$ cat config.mk
export PLATFORM = sky130hd
export DESIGN_NAME = q_table_writer
export DESIGN_NICKNAME = d
export VERILOG_FILES = /design/src/rtl/q_table_writer_pkg.sv /design/src/rtl/q_table_writer.sv
export SDC_FILE = /design/constraint.sdc
export NUM_CORES = 1
export LEC_CHECK = 0
export CORE_ASPECT_RATIO = 1.75
export CORE_MARGIN = 5
export CORE_UTILIZATION = 52
export CTS_BUF_LIST = sky130_fd_sc_hd__clkbuf_2 sky130_fd_sc_hd__clkbuf_4 sky130_fd_sc_hd__clkbuf_8
export DETAILED_ROUTE_END_ITERATION = 7
export PLACE_DENSITY = 0.8
export SLEW_MARGIN = 20
export SYNTH_ARGS = -nofsm -noshare
export SYNTH_HDL_FRONTEND = slang
export SYNTH_SLANG_ARGS = --single-unit
$ cat constraint.sdc
create_clock -name clock -period 5.08 [get_ports clock]
set_input_delay 1.016 -clock clock [delete_from_list [all_inputs] [get_ports clock]]
set_output_delay 1.016 -clock clock [all_outputs]
set_load 0.02 [all_outputs]
$ cat src/rtl/q_table_writer_pkg.sv
// Shared constants and state encoding for the neighbor Q-table writer and the mybest reader.
// Addresses are word addresses into node data memory.
package q_table_writer_pkg;

    localparam int unsigned WORD_WIDTH    = 16;
    localparam int unsigned MAX_NEIGHBORS = 32;

    localparam logic [15:0] CNT_ADDR = 16'h068A;
    localparam logic [15:0] ID_BASE  = 16'h0188;
    localparam logic [15:0] Q_BASE   = 16'h01C8;
    localparam logic [15:0] HCM_BASE = 16'h0648;

    typedef enum logic [2:0] {
        ST_WAIT_EN = 3'd0,
        ST_IDLE    = 3'd1,
        ST_RD_CNT  = 3'd2,
        ST_SCAN    = 3'd3,
        ST_WR_Q    = 3'd4,
        ST_WR_ID   = 3'd5,
        ST_WR_CNT  = 3'd6
    } state_t;

endpackage

$ cat src/rtl/q_table_writer.sv
// Neighbor Q-table writer: searches the ID table for the reporting neighbor, then overwrites its
// Q-value or appends a new entry (Q, ID, then neighborCount last so a reset mid-append is harmless).
module q_table_writer #(
    parameter int unsigned WORD_WIDTH    = q_table_writer_pkg::WORD_WIDTH,
    parameter int unsigned MAX_NEIGHBORS = q_table_writer_pkg::MAX_NEIGHBORS,
    parameter logic [WORD_WIDTH-1:0] CNT_ADDR = WORD_WIDTH'(q_table_writer_pkg::CNT_ADDR),
    parameter logic [WORD_WIDTH-1:0] ID_BASE  = WORD_WIDTH'(q_table_writer_pkg::ID_BASE),
    parameter logic [WORD_WIDTH-1:0] Q_BASE   = WORD_WIDTH'(q_table_writer_pkg::Q_BASE)
) (
    input  logic                  clock,
    input  logic                  nrst,
    input  logic                  en,
    input  logic                  start,
    input  logic [WORD_WIDTH-1:0] neighbor_id,
    input  logic [WORD_WIDTH-1:0] q_value_in,
    input  logic [WORD_WIDTH-1:0] data_in,
    output logic [WORD_WIDTH-1:0] address,
    output logic [WORD_WIDTH-1:0] data_out,
    output logic                  wr_en,
    output logic                  done,
    output logic                  hit,
    output logic                  full
);

    import q_table_writer_pkg::*;

    // Count must hold 0..MAX_NEIGHBORS inclusive.
    localparam int unsigned CNT_W = $clog2(MAX_NEIGHBORS + 1);

    state_t                state, state_nxt;
    logic [CNT_W-1:0]      idx, idx_nxt;
    logic [CNT_W-1:0]      cnt, cnt_nxt;
    logic [CNT_W-1:0]      cnt_sat_c;
    logic                  match, match_nxt;
    logic [WORD_WIDTH-1:0] id_q, id_nxt;
    logic [WORD_WIDTH-1:0] q_q, q_nxt;

    logic [WORD_WIDTH-1:0] address_nxt, data_out_nxt;
    logic                  wr_en_nxt, done_nxt, hit_nxt, full_nxt;
    logic [WORD_WIDTH-1:0] base_c;
    logic [CNT_W-1:0]      idx_sel_c;

    // Stored counts above capacity are treated as a full table.
    assign cnt_sat_c = (data_in > WORD_WIDTH'(MAX_NEIGHBORS)) ? CNT_W'(MAX_NEIGHBORS)
                                                               : data_in[CNT_W-1:0];

    // State, datapath and output registers.
    always_ff @(posedge clock) begin
        if (!nrst) begin
            state    <= ST_WAIT_EN;
            idx      <= '0;
            cnt      <= '0;
            match    <= 1'b0;
            id_q     <= '0;
            q_q      <= '0;
            address  <= CNT_ADDR;
            data_out <= '0;
            wr_en    <= 1'b0;
            done     <= 1'b0;
            hit      <= 1'b0;
            full     <= 1'b0;
        end else begin
            state    <= state_nxt;
            idx      <= idx_nxt;
            cnt      <= cnt_nxt;
            match    <= match_nxt;
            id_q     <= id_nxt;
            q_q      <= q_nxt;
            address  <= address_nxt;
            data_out <= data_out_nxt;
            wr_en    <= wr_en_nxt;
            done     <= done_nxt;
            hit      <= hit_nxt;
            full     <= full_nxt;
        end
    end

    // Next-state and datapath update.
    always_comb begin
        state_nxt = state;
        idx_nxt   = idx;
        cnt_nxt   = cnt;
        match_nxt = match;
        id_nxt    = id_q;
        q_nxt     = q_q;
        case (state)
            ST_WAIT_EN: begin
                if (en) state_nxt = ST_IDLE;
            end
            ST_IDLE: begin
                if (start) begin
                    state_nxt = ST_RD_CNT;
                    id_nxt    = neighbor_id;
                    q_nxt     = q_value_in;
                    match_nxt = 1'b0;
                end
            end
            ST_RD_CNT: begin
                cnt_nxt   = cnt_sat_c;
                idx_nxt   = '0;
                match_nxt = 1'b0;
                state_nxt = (cnt_sat_c == '0) ? ST_WR_Q : ST_SCAN;
            end
            ST_SCAN: begin
                if (data_in == id_q) begin
                    state_nxt = ST_WR_Q;
                    match_nxt = 1'b1;
                end else if ((idx + CNT_W'(1)) < cnt) begin
                    idx_nxt = idx + CNT_W'(1);
                end else if (cnt == CNT_W'(MAX_NEIGHBORS)) begin
                    state_nxt = ST_WAIT_EN;
                end else begin
                    state_nxt = ST_WR_Q;
                    idx_nxt   = cnt;
                end
            end
            ST_WR_Q:   state_nxt = match ? ST_WAIT_EN : ST_WR_ID;
            ST_WR_ID:  state_nxt = ST_WR_CNT;
            ST_WR_CNT: state_nxt = ST_WAIT_EN;
            default:   state_nxt = ST_WAIT_EN;
        endcase
    end

    // Registered-output next values, keyed on the state being entered.
    always_comb begin
        base_c       = CNT_ADDR;
        idx_sel_c    = '0;
        wr_en_nxt    = 1'b0;
        data_out_nxt = '0;
        done_nxt     = done;
        hit_nxt      = hit;
        full_nxt     = full;
        case (state_nxt)
            ST_SCAN: begin
                base_c    = ID_BASE;
                idx_sel_c = idx_nxt;
            end
            ST_WR_Q: begin
                base_c       = Q_BASE;
                idx_sel_c    = idx_nxt;
                wr_en_nxt    = 1'b1;
                data_out_nxt = q_q;
            end
            ST_WR_ID: begin
                base_c       = ID_BASE;
                idx_sel_c    = idx_nxt;
                wr_en_nxt    = 1'b1;
                data_out_nxt = id_q;
            end
            ST_WR_CNT: begin
                wr_en_nxt    = 1'b1;
                data_out_nxt = WORD_WIDTH'(cnt) + WORD_WIDTH'(1);
            end
            default: ;
        endcase

        if (state == ST_WAIT_EN && en) begin
            done_nxt = 1'b0;
            hit_nxt  = 1'b0;
            full_nxt = 1'b0;
        end else if (state != ST_WAIT_EN && state_nxt == ST_WAIT_EN) begin
            done_nxt = 1'b1;
            hit_nxt  = match;
            full_nxt = (state == ST_SCAN);
        end
    end

    // Single address adder shared by all table accesses.
    assign address_nxt = base_c + WORD_WIDTH'({idx_sel_c, 1'b0});

endmodule

==> impl_metrics.env <==
export IMPL_synth_cells=462
export IMPL_synthArstFlopShare_pct=0
export IMPL_p_sw_share_pct=26.08
export IMPL_cts_max_level=3
export IMPL_status="completed"
export IMPL_ys_ff_latch=78
export IMPL_finalNonFillerCells=625
export IMPL_gp_congestion=0.9091
export IMPL_design_die_area_um2=9503
export IMPL_synth_edf_count=0
export IMPL_share_seq_of_total_power_pct=48.4
export IMPL_finalSetupTns_ps=0
export IMPL_io_buffers=81
export IMPL_synth_seq_area_share_pct=39.56
export IMPL_p_switching_mw=0.3519
export IMPL_finalCritPeriodShare_pct=89.32
export IMPL_drive_gt1_share_pct=8.007
export IMPL_io_pins=88
export IMPL_power_density_nw_per_um2=270.9
export IMPL_endpoint_kind="flip-flop"
export IMPL_max_slew_worst_pin_slew_ps=877.1
export IMPL_grt_pass1_wl_um=17500
export IMPL_clock_latency_ps=360
export IMPL_synth_common_cells="90 x nand2_1, 78 x dfxtp_1, 38 x a21boi_0"
export IMPL_yosys_area_top_type_share_pct=39.56
export IMPL_syn_avg_cell_area_um2=8.544
export IMPL_rows=42
export IMPL_synth_area_leader_cell="dfxtp_1"
export IMPL_setup_ws_ps=542.3
export IMPL_vias_per_cell=5.795
export IMPL_dpl_hpwl_um=7824
export IMPL_grt_pass1_vias=3686
export IMPL_final_area_um2=4980
export IMPL_routed_via_count=3622
export IMPL_route_detailed_drc=0
export IMPL_die_x_um=75.87
export IMPL_routed_top_layer="met4"
export IMPL_cts_buffers=9
export IMPL_rsz0062_at_grt="no"
export IMPL_ir_drop_mv=0.2043
export IMPL_num_antenna_cells=0
export IMPL_clkSinkCount=78
export IMPL_cpLargestDelayFamily="simple AND/OR/NAND/NOR gates"
export IMPL_maxCapViolations=0
export IMPL_cp_max_fo=11
export IMPL_cts_hold_fix_buffers=0
export IMPL_cts_tree="built"
export IMPL_synth_area_top_cells="dfxtp_1 40%, nand2_1 8.6%, a21boi_0 7.2%"
export IMPL_die_h_um=125.3
export IMPL_post_cts_buffers=0
export IMPL_crit_type="reg -> reg"
export IMPL_wl_met3_um=583
export IMPL_synth_most_common_cell="nand2_1"
export IMPL_max_freq_mhz=220.4
export IMPL_ys_warn_count=0
export IMPL_place_ws_ps=700.0
export IMPL_worstSetupStartpointType="flip-flop"
export IMPL_finClkSkew_ps=9.616
export IMPL_hold_viol=0
export IMPL_first_pass_iters=6
export IMPL_power_share_combinational_pct=13.0
export IMPL_area_delta_synth_final_pct=26.15
export IMPL_first_iter_violations=317
export IMPL_slew_violations=0
export IMPL_p_int_mw=0.9973
export IMPL_antenna_found_initial=0
export IMPL_cp_required_ps=5330
export IMPL_wl_met2_um=5772
export IMPL_avgRoutedWirePerCell_um=16.94
export IMPL_fillCellCount=635
export IMPL_fin_util_pct=66.27
export IMPL_m1WireLength_um=3771
export IMPL_power_leakage_nw=1.770
export IMPL_drtAntennaViolNets=0
export IMPL_crit_chain="nand3_1, or2_2, xor2_1, inv_1, ha_1, a21oi_1, o21ai_0, nor2_1, o221a_1, and2_1, nor2_1, ha_1, a2111oi_2, nor4_1, or3_1"
export IMPL_power_total_mw=1.349
export IMPL_slowest_stage="nor2_1"
export IMPL_hold_class="reg -> reg"
export IMPL_clock_path_buffers=2
export IMPL_clkPwrFrac_pct=38.6
export IMPL_finalCriticalPeriod_ps=4538
export IMPL_placedCellCount=609
export IMPL_critPathMaxStageDelay_ps=710
export IMPL_slew_headroom_pct=41.31
export IMPL_cts_resized=0
export IMPL_core_area_um2=7515
export IMPL_synth_cell_types=67
export IMPL_grt_max_degree=59
export IMPL_wl_um=10590
export IMPL_synthesis_area_um2=3948
export IMPL_initial_core_util_pct=52.53
export IMPL_clockRootBuffer="clkbuf_8"
export IMPL_grt_usage_pct=23.96
export IMPL_whs_ps=470.1
export IMPL_nets=595
export IMPL_gr_total_overflow=0
export IMPL_clkTransAtPathRegs_ps=80
export IMPL_setup_viol=0
export IMPL_arrival_ps=4780
export IMPL_cp_num_buf_inv=1
export IMPL_synth_flop_cell="dfxtp_1"
export IMPL_placed_area_um2=4757
cells by family (layout without fill, tap and decap cells):
| family | after synthesis | in the layout | share of synthesized area (%) |
|---|---|---|---|
| flops | 78 | 78 | 39.56 |
| simple gates | 187 | 187 | 22.19 |
| xor+xnor | 24 | 24 | 5.325 |
| compound gates | 114 | 114 | 23.30 |
| buf+inv | 45 | 115 | 5.547 |
| mux | 2 | 2 | 0.5072 |
| fa+ha+maj | 11 | 11 | 3.486 |
| other cells | 1 | 6 | 0.09500 |
metal layers:
metal | vias to the layer above | global-route usage (%)
met2 | 137 | 42.02
met1 | 1708 | 25.14
met4 | 0 | 12.77
li1 | 1742 | -
met5 | - | 0
met3 | 35 | 5.382
final timing paths:
kind / slack (ps) / from / to / cells past startpoint
worst max-delay path: 540 / idx[0] / address[9] / 15
worst max register to register: 540 / idx[0] / address[9] / 15
worst min-delay path: 470 / q_q[1] / q_q[1] / 2
worst min register to register: 470 / q_q[1] / q_q[1] / 2
final cells by class:
cell class / count / area (um2) / area share (%)
multi-input cells: 344 / 2192 / 44.02
clock buffers: 11 / 138.9 / 2.789
well taps: 88 / 110.1 / 2.211
flip-flops and latches: 78 / 1562 / 31.36
inverters: 14 / 52.55 / 1.055
repair buffers: 85 / 840.8 / 16.88
clock inverters: 5 / 83.83 / 1.683
cells in the final DEF, fill, tap and decap left out, drive strengths merged, types with 8 or more instances in the layout:
cell type and count:
a21oi 10, nor2 36, inv 14, clkdlybuf4s50 81
ha 11, dfxtp 78, nor2b 8, a21boi 39
a22oi 11, o21ai 13, nand2 90, xor2 19
nand3 19, clkbuf 11, nor3 8
power groups by stage:
stage | clock network (mW) | logic, mW | registers (mW)
floorplan | 0 | 0.107 | 0.661
global placement | 0 | 0.171 | 0.666
detailed placement | 0 | 0.175 | 0.667
CTS | 0.523 | 0.176 | 0.652
global route | 0.551 | 0.193 | 0.656
finish | 0.521 | 0.176 | 0.653
worst min-delay path: cells and delay by family, from the launching register on:
kind / cells / cell delay, ps
flops: 1 / 320
simple gates: 1 / 50
compound gates: 1 / 60
state kept, by name (all words and copies together) (netlist names):
register	flops
wr_en	1
address	10
q_q	16
data_out	16
match	1
done	1
state	3
full	1
idx	6
hit	1
cnt	6
id_q	16
Note: power is estimated with default switching activity, not from simulation.
